[src/rtl/pipe_stage_elastic.sv]
// Elastic pipeline register: one main slot plus one skid slot behind a ready/valid
// handshake, with bubble injection, flush and a saturating bubble-cycle counter.
module pipe_stage_elastic #(
  parameter int unsigned          DATA_W   = 64,
  parameter int unsigned          CTRL_W   = 16,
  parameter logic [CTRL_W-1:0]    CTRL_NOP = {CTRL_W{1'b0}},
  parameter int unsigned          CNT_W    = 16
) (
  input  logic              clk,
  input  logic              rst,
  input  logic              in_valid,
  output logic              in_ready,
  input  logic [DATA_W-1:0] in_data,
  input  logic [CTRL_W-1:0] in_ctrl,
  input  logic              in_kill,
  input  logic              flush,
  output logic              out_valid,
  input  logic              out_ready,
  output logic [DATA_W-1:0] out_data,
  output logic [CTRL_W-1:0] out_ctrl,
  input  logic              cnt_clr,
  output logic [CNT_W-1:0]  bubble_cnt
);

  typedef enum logic [1:0] {
    EMPTY = 2'd0,
    ONE   = 2'd1,
    TWO   = 2'd2
  } state_t;

  state_t             state_q;
  state_t             state_d;

  logic [DATA_W-1:0]  main_data_q;
  logic [CTRL_W-1:0]  main_ctrl_q;
  logic [DATA_W-1:0]  skid_data_q;
  logic [CTRL_W-1:0]  skid_ctrl_q;

  logic               skid_valid;
  logic               acc;
  logic               fire;
  logic [CTRL_W-1:0]  store_ctrl;
  logic               load_main_in;
  logic               load_main_skid;
  logic               load_skid;

  // Slot valids are decoded from the registered occupancy, so in_ready never
  // depends combinationally on out_ready.
  assign out_valid  = (state_q != EMPTY);
  assign skid_valid = (state_q == TWO);
  assign in_ready   = ~skid_valid;

  assign acc        = in_valid & in_ready;
  assign fire       = out_valid & out_ready;
  assign store_ctrl = in_kill ? CTRL_NOP : in_ctrl;

  assign out_data   = main_data_q;
  assign out_ctrl   = out_valid ? main_ctrl_q : CTRL_NOP;

  // Occupancy state register.
  always_ff @(posedge clk or negedge rst) begin
    if (!rst) begin
      state_q <= EMPTY;
    end else begin
      state_q <= state_d;
    end
  end

  // Next occupancy and slot write enables; flush overrides every transition.
  always_comb begin
    state_d        = state_q;
    load_main_in   = 1'b0;
    load_main_skid = 1'b0;
    load_skid      = 1'b0;

    case (state_q)
      EMPTY: begin
        if (acc) begin
          load_main_in = 1'b1;
          state_d      = ONE;
        end
      end
      ONE: begin
        if (acc && fire) begin
          load_main_in = 1'b1;
        end else if (acc) begin
          load_skid = 1'b1;
          state_d   = TWO;
        end else if (fire) begin
          state_d = EMPTY;
        end
      end
      TWO: begin
        if (fire) begin
          load_main_skid = 1'b1;
          state_d        = ONE;
        end
      end
      default: begin
        state_d = EMPTY;
      end
    endcase

    if (flush) begin
      state_d        = EMPTY;
      load_main_in   = 1'b0;
      load_main_skid = 1'b0;
      load_skid      = 1'b0;
    end
  end

  // Main slot payload: written from the input or promoted from the skid slot.
  always_ff @(posedge clk or negedge rst) begin
    if (!rst) begin
      main_data_q <= '0;
      main_ctrl_q <= '0;
    end else if (load_main_in) begin
      main_data_q <= in_data;
      main_ctrl_q <= store_ctrl;
    end else if (load_main_skid) begin
      main_data_q <= skid_data_q;
      main_ctrl_q <= skid_ctrl_q;
    end
  end

  // Skid slot payload.
  always_ff @(posedge clk or negedge rst) begin
    if (!rst) begin
      skid_data_q <= '0;
      skid_ctrl_q <= '0;
    end else if (load_skid) begin
      skid_data_q <= in_data;
      skid_ctrl_q <= store_ctrl;
    end
  end

  // Bubble counter: clear wins, otherwise count empty-output cycles up to all-ones.
  always_ff @(posedge clk or negedge rst) begin
    if (!rst) begin
      bubble_cnt <= '0;
    end else if (cnt_clr) begin
      bubble_cnt <= '0;
    end else if (!out_valid && (bubble_cnt != {CNT_W{1'b1}})) begin
      bubble_cnt <= bubble_cnt + CNT_W'(1);
    end
  end

endmodule

[config.mk]
export PLATFORM = sky130hd
export DESIGN_NAME = pipe_stage_elastic
export DESIGN_NICKNAME = d
export VERILOG_FILES = /design/src/rtl/pipe_stage_elastic.sv
export SDC_FILE = /design/constraint.sdc
export NUM_CORES = 1
export LEC_CHECK = 0
export ABC_AREA = 1
export CORE_MARGIN = 3
export CORE_UTILIZATION = 50
export CTS_CLUSTER_DIAMETER = 150
export DETAILED_ROUTE_END_ITERATION = 16
export HOLD_SLACK_MARGIN = 0.06
export PLACE_DENSITY = 0.8
export SLEW_MARGIN = 0
export SYNTH_ARGS = -nofsm -noshare
export SYNTH_HDL_FRONTEND = slang
export SYNTH_SLANG_ARGS = --single-unit
[constraint.sdc]
create_clock -name clk -period 1.9 [get_ports clk]
set_input_delay 0.475 -clock clk [delete_from_list [all_inputs] [get_ports clk]]
set_output_delay 0.475 -clock clk [all_outputs]
set_load 0.1 [all_outputs]
==> results of run 1 <==
==> synth_stat cells, drive strengths merged <==
| master | instances |
|---|---|
| o21ai | 123 |
| xor2 | 6 |
| inv | 73 |
| o22ai | 16 |
| nand3 | 36 |
| buf | 41 |
| ha | 1 |
| clkbuf | 18 |
| or2 | 2 |
| nor2 | 104 |
| o2111ai | 1 |
| dfrtp | 178 |
| nor3 | 1 |
| o21bai | 3 |
| nand4 | 14 |
| nand2 | 255 |
| a21oi | 93 |
| o211ai | 3 |
==> cell families after synthesis <==
group	count (synthesis)	synth area share, %
xor gates and xnor gates	6	0.654
adders and majority gates	1	0.156
AOI/OAI and AO/OA	239	15.4
and+or+nand+nor	412	21.0
DFF	178	55.4
buffers and inverters	132	7.41
==> repair_timing <==
action | 4_1_cts | 5_1_grt
resized for setup | 13 | 0
hold endpoints to repair | 42 | 0
hold buffers | 1 | 0
cloned | 1 | 0
buffers inserted | 4 | 1
pin swaps | 1 | 1
setup endpoints to repair | 16 | 16
==> layer usage <==
| layer | global-route usage, % | share of wire [%] | routed length (microns) |
|---|---|---|---|
| met5 | 0 | 0 | 0 |
| met2 | 46.9 | 52 | 12300 |
| met1 | 33.8 | 39 | 9170 |
| met4 | 10.7 | 2.4 | 571 |
| met3 | 6.08 | 7.2 | 1710 |
==> registers in the layout (all words and copies together) (netlist names) <==
register     count
state_q          2
bubble_cnt      16
skid_data_q     64
out_data        64
main_ctrl_q     16
skid_ctrl_q     16
==> area by class of cell <==
class / instances / area, sq um / share of cell area, %
inverter: 73 / 282 / 2.30
clock inverter: 14 / 201 / 1.64
sequential: 178 / 4480 / 36.5
tap: 211 / 264 / 2.16
timing repair buffer: 236 / 3440 / 28.1
clock buffer: 18 / 439 / 3.59
multi-input combinational: 658 / 3150 / 25.7
==> worst min-delay path by stage <==
stage / from / to / slack, ns / cells after the start
after detailed placement: rst / out_data[39]$_DFFE_PN0P_ / 0.45 / 1
final: skid_data_q[63]$_DFFE_PN0P_ / skid_data_q[63]$_DFFE_PN0P_ / 0.49 / 2
after global routing: skid_data_q[6]$_DFFE_PN0P_ / skid_data_q[6]$_DFFE_PN0P_ / 0.51 / 2
after floorplan: rst / bubble_cnt[10]$_DFFE_PN0P_ / 0.18 / 0
after CTS: skid_data_q[63]$_DFFE_PN0P_ / skid_data_q[63]$_DFFE_PN0P_ / 0.48 / 2
after global placement: rst / out_data[39]$_DFFE_PN0P_ / 0.45 / 1
==> power by group <==
group / internal [mW] / switching [mW] / leakage, nW / total (mW)
clock: 2.26 / 1.53 / 0.307 / 3.79
combinational: 2.63 / 4.73 / 3.26 / 7.35
sequential: 4.92 / 0.884 / 2.16 / 5.81
==> stage by stage <==
stage | util, % | hold slack, ns | instances | worst slack [ns]
after global routing | 79.1 | 0.508 | 1388 | -0.0950
after floorplan | - | 0.179 | 968 | -0.255
final | 79.1 | 0.485 | 1388 | -0.0404
after CTS | 79.1 | 0.484 | 1387 | -0.0506
after global placement | 74.2 | 0.450 | 1349 | -0.104
after detailed placement | 74.2 | 0.454 | 1349 | -0.169
==> worst reg2reg max path: cells and delay by family, from the launching register on <==
| kind | cells | cell delay (ns) |
|---|---|---|
| simple gates | 7 | 0.71 |
| flops | 1 | 0.51 |
| buf+inv | 2 | 0.22 |
| fa+ha+maj | 1 | 0.22 |
==> cell usage in the layout (no fill, tap or decap), types with 3 or more instances in the layout <==
cell type | synthesis | final
o21bai_1 | 3 | 3
inv_2 | 4 | 6
o211ai_1 | 3 | 3
inv_6 | 0 | 3
o22ai_1 | 16 | 16
nand4_1 | 14 | 14
dfrtp_1 | 178 | 164
buf_4 | 7 | 34
inv_1 | 69 | 66
nand3_1 | 35 | 34
bufinv_16 | 0 | 4
buf_12 | 0 | 114
clkbuf_16 | 0 | 17
dfrtp_2 | 0 | 12
xor2_1 | 6 | 6
o21ai_1 | 109 | 109
nor2_1 | 98 | 82
nor2_4 | 3 | 20
a21oi_1 | 93 | 93
o21ai_0 | 13 | 13
clkdlybuf4s50_1 | 0 | 85
nand2_1 | 253 | 251
clkinv_4 | 0 | 4
==> flow_summary.json, run 1 <==
{
  "status": "complete, but fails checks",
  "violations": "setup timing",
  "finalHoldViolations": 0,
  "dr.pass1.iters": 5,
  "vias": 7600,
  "fin_crit_ns": 1.94,
  "cts_buffers": 17,
  "clock_path_buffers": 2,
  "slew_headroom_pct": 67.3,
  "avgRoutedWirePerCell_microns": 17.1,
  "grt_overflow": 0,
  "cp_slowest_cell": "dfrtp_1",
  "synth-seq-cells": 178,
  "syn_avg_cell_area_sq_um": 8.30,
  "cp_num_cells": 6,
  "route.detailed.drc": 0,
  "finalSetupViolCount": 16,
  "tns_ns": -0.464,
  "path_class": "register to output pin",
  "synth.distinct_cells": 27,
  "critical_path.cell_chain": "inv_2 > nand2_8 > inv_8 > buf_12 > nor2_4 > buf_12",
  "die_w_microns": 133,
  "antennaDiodeCount": 0,
  "crit_start": "state_q[1]$_DFFE_PN0P_",
  "track_usage_pct": 27.4,
  "htreeDepth": 4,
  "finClkSkew_ns": 0.00569,
  "grt_pass1_vias": 7935,
  "grt_first_pass_wirelength_mm": 39.2,
  "io_buffers": 184,
  "cp.required_ns": 1.42,
  "cts_root_buf": "clkbuf_16",
  "max_stage_delay_ns": 0.40,
  "gp_congestion": 0.901,
  "die_area_sq_um": 17600,
  "nNetsFinal": 1252,
  "powerDensity_nw_per_um2": 1380,
  "netlist_instances": 968,
  "die_y_microns": 133,
  "cp-end-kind": "output pin",
  "clkSinkCount": 178,
  "yosysTopAreaCell": "dfrtp_1",
  "post-route-period-util_pct": 102,
  "insertion_delay_ns": 0.43,
  "slew_violations": 0,
  "final_layout_size_suffix_gt1_share_pct": 20.0,
  "reg2reg_slack_ns": 0.11,
  "grt_max_degree": 50,
  "startpoint_type": "register",
  "area_growth_syn_to_layout_pct": 52.4,
  "routed_wl_mm": 23.8,
  "worstMarginPinSlew_ns": 0.491,
  "synth_warnings": 0,
  "reg2regPathDepth": 10,
  "finalPower_mw": 17.0,
  "crit_arrival_ns": 1.47,
  "fill_cells": 985,
  "synth_area_sq_um": 8040,
  "reg2reg_from": "bubble_cnt[1]$_DFFE_PN0P_",
  "synth.top_cell.area_share_pct": 55.4,
  "clk_pin_slew_ns": 0.07,
  "holdCritPathClass": "register to register",
  "p_leak_nw": 5.73,
  "reg2reg_to": "bubble_cnt[11]$_DFFE_PN0P_",
  "fmax_ghz": 0.515,
  "worstPathMaxFanout": 8,
  "crit_family": "buffers and inverters",
  "start_util_pct": 51.9,
  "drt_iter0_markers": 630,
  "cap_violations": 0,
  "placed_cell_area_sq_um": 11500,
  "ys_seq_area_share_pct": 55.4,
  "critPathBufInv": 4,
  "vdd_drop_max_uv": 1230,
  "cp_common_cell": "buf_12",
  "vias_per_cell": 5.48,
  "antenna_found_initial": 0,
  "synth_nets": 1056,
  "worst_slack_ns": -0.0404,
  "yosys-top-cells-area": "dfrtp_1, nand2_1, o21ai_1, a21oi_1, nor2_1",
  "rows": 45,
  "crit_end": "out_ctrl[14]",
  "cts_tree": "yes",
  "final_cell_area_sq_um": 12200,
  "ant_nets": 0,
  "rsz0062_at_grt": "yes",
  "ios": 185,
  "core_sq_um": 15500,
  "dpl.hpwl_mm": 15.8
}
(Power assumes the default switching activity.)
==> run 2: changes to the inputs <==
CELL_PAD_IN_SITES_DETAIL_PLACEMENT = 2   (was not set)
CELL_PAD_IN_SITES_GLOBAL_PLACEMENT = 2   (was not set)
CORE_ASPECT_RATIO = 2   (was not set)
CORE_UTILIZATION = 29   (was 50)
PLACE_DENSITY = not set   (was 0.8)
PLACE_DENSITY_LB_ADDON = 0.1   (was not set)
SLEW_MARGIN = 40   (was 0)
==> flow_summary.json, run 2 (same netlist as run 1, synthesis figures left out) <==
{
  "critPathBufInv": 4,
  "final_cell_mix": "nand2_1, dfrtp_1, buf_12",
  "grt_first_pass_wirelength_mm": 47.4,
  "track_usage_pct": 20.7,
  "slew_headroom_pct": 74.1,
  "holdCritStartpoint": "skid_data_q[17]$_DFFE_PN0P_",
  "status": "complete, but fails checks",
  "fill_cells": 2882,
  "antennaDiodeCount": 0,
  "rsz0062_at_grt": "yes",
  "finalHoldViolations": 0,
  "finalSetupViolCount": 16,
  "dp_cells": 1492,
  "insertion_delay_ns": 0.46,
  "grt_overflow": 0,
  "cp_num_cells": 6,
  "clkSinkCount": 178,
  "startpoint_type": "register",
  "start_util_pct": 29.6,
  "critical_path.cell_chain": "inv_2 > nand2_8 > inv_6 > clkbuf_16 > nor2_4 > buf_12",
  "cts_root_buf": "clkbuf_16",
  "max_stage_delay_ns": 0.39,
  "dpl.hpwl_mm": 20.6,
  "p_leak_nw": 5.78,
  "ant_nets": 0,
  "htreeDepth": 4,
  "powerDensity_nw_per_um2": 1380,
  "gp_congestion": 0.762,
  "routed_wl_mm": 29.9,
  "whs_path_depth": 2,
  "finClkSkew_ns": 0.0148,
  "grt_max_degree": 60,
  "cts_buffers": 17,
  "tns_ns": -1.49,
  "cp_slowest_cell": "dfrtp_1",
  "reg2reg_slack_ns": 0.15,
  "io_buffers": 184,
  "path_class": "register to output pin",
  "antenna_found_initial": 1,
  "reg2regPathDepth": 10,
  "dr.pass1.iters": 4,
  "reg2reg_from": "bubble_cnt[0]$_DFFE_PN0P_",
  "final_layout_size_suffix_gt1_share_pct": 20.3,
  "drt_iter0_markers": 377,
  "met2_usage_pct": 38.5,
  "met1_usage_pct": 23.5,
  "clock_path_buffers": 2,
  "worstPathMaxFanout": 8,
  "clk_pin_slew_ns": 0.07,
  "core_sq_um": 27100,
  "route.detailed.drc": 0,
  "avgRoutedWirePerCell_microns": 19.5,
  "worstMarginPinSlew_ns": 0.389,
  "die_area_sq_um": 29900,
  "finalPower_mw": 17.3,
  "slew_violations": 0,
  "ios": 185,
  "vias_per_cell": 4.96,
  "grt_pass1_vias": 8489,
  "holdCritPathClass": "register to register",
  "fin_cells": 1529,
  "area_growth_syn_to_layout_pct": 55.9,
  "die_y_microns": 241,
  "reg2reg_to": "bubble_cnt[12]$_DFFE_PN0P_",
  "vdd_drop_max_uv": 676,
  "fin_util_pct": 46.2,
  "layout_commonest_cell": "nand2_1",
  "fin_crit_ns": 2.02,
  "top_usage_layer": "met2",
  "cap_violations": 0,
  "cp.required_ns": 1.42,
  "vias": 7584,
  "die_w_microns": 124,
  "violations": "setup timing",
  "crit_arrival_ns": 1.55,
  "grt_util_met3_pct": 3.79,
  "rows": 85,
  "cp-end-kind": "output pin",
  "worstHoldEndpoint": "skid_data_q[17]$_DFFE_PN0P_",
  "cts_tree": "yes",
  "crit_family": "buffers and inverters",
  "nNetsFinal": 1256,
  "worst_slack_ns": -0.121,
  "post-route-period-util_pct": 106,
  "fmax_ghz": 0.495
}
[run 2: worst max-delay path by stage]
stage | startpoint | endpoint | slack, ns
global route | state_q[0]$_DFFE_PN0P_ | out_ctrl[15] | -0.17
floorplan | state_q[0]$_DFFE_PN0P_ | out_ctrl[10] | -0.26
CTS | state_q[1]$_DFFE_PN0P_ | out_ctrl[3] | -0.24
detailed placement | in_valid | main_ctrl_q[9]$_DFFE_PN0P_ | -0.23
global placement | in_valid | main_ctrl_q[5]$_DFFE_PN0P_ | -0.14
finish | state_q[1]$_DFFE_PN0P_ | out_ctrl[12] | -0.12
[run 2: repair_timing]
action	4_1_cts	5_1_grt
setup buffers	1	2
endpoints found under the hold margin	33	0
setup endpoints to repair	16	27
gates resized for setup	6	6
pin swaps	0	1
hold buffers	1	0
gates cloned	0	1
[run 2: power by group]
part | switching, mW | total (mW) | internal [mW]
Clock | 1.60 | 4.10 | 2.50
Combinational | 4.77 | 7.40 | 2.63
Sequential | 0.904 | 5.82 | 4.92
Total | 7.27 | 17.3 | 10.0
[run 2: layout make-up]
type                    count  area, sq um  share of cell area [%]
flip-flops and latches    178         4480                    35.7
repair buffers            240         3520                    28.1
multi-input cells         658         3150                    25.1
clock buffers              18          439                    3.50
well taps                 348          435                    3.47
inverters                  73          279                    2.23
clock inverters            14          233                    1.86
[run 2: per-stage QoR]
step | hold WS [ns] | area (sq um) | worst slack [ns]
after floorplan | 0.179 | 8170 | -0.255
after global placement | 0.434 | 11800 | -0.137
after detailed placement | 0.438 | 11800 | -0.232
after CTS | 0.490 | 12500 | -0.241
after global routing | 0.517 | 12500 | -0.170
final | 0.486 | 12500 | -0.121
[run 2: routing by layer]
metal	share of wire (%)	wire, microns
met3	3.4	1020
met5	0.030	9
met2	56	16800
met4	1.9	582
met1	38	11500
[run 2: worst reg2reg max path, delay by kind of cell (launching register included)]
family,cells,cell delay (ns)
adder cells (fa/ha/maj),1,0.23
flip-flops,1,0.46
AND/OR/NAND/NOR,7,0.73
buffers and inverters,2,0.27
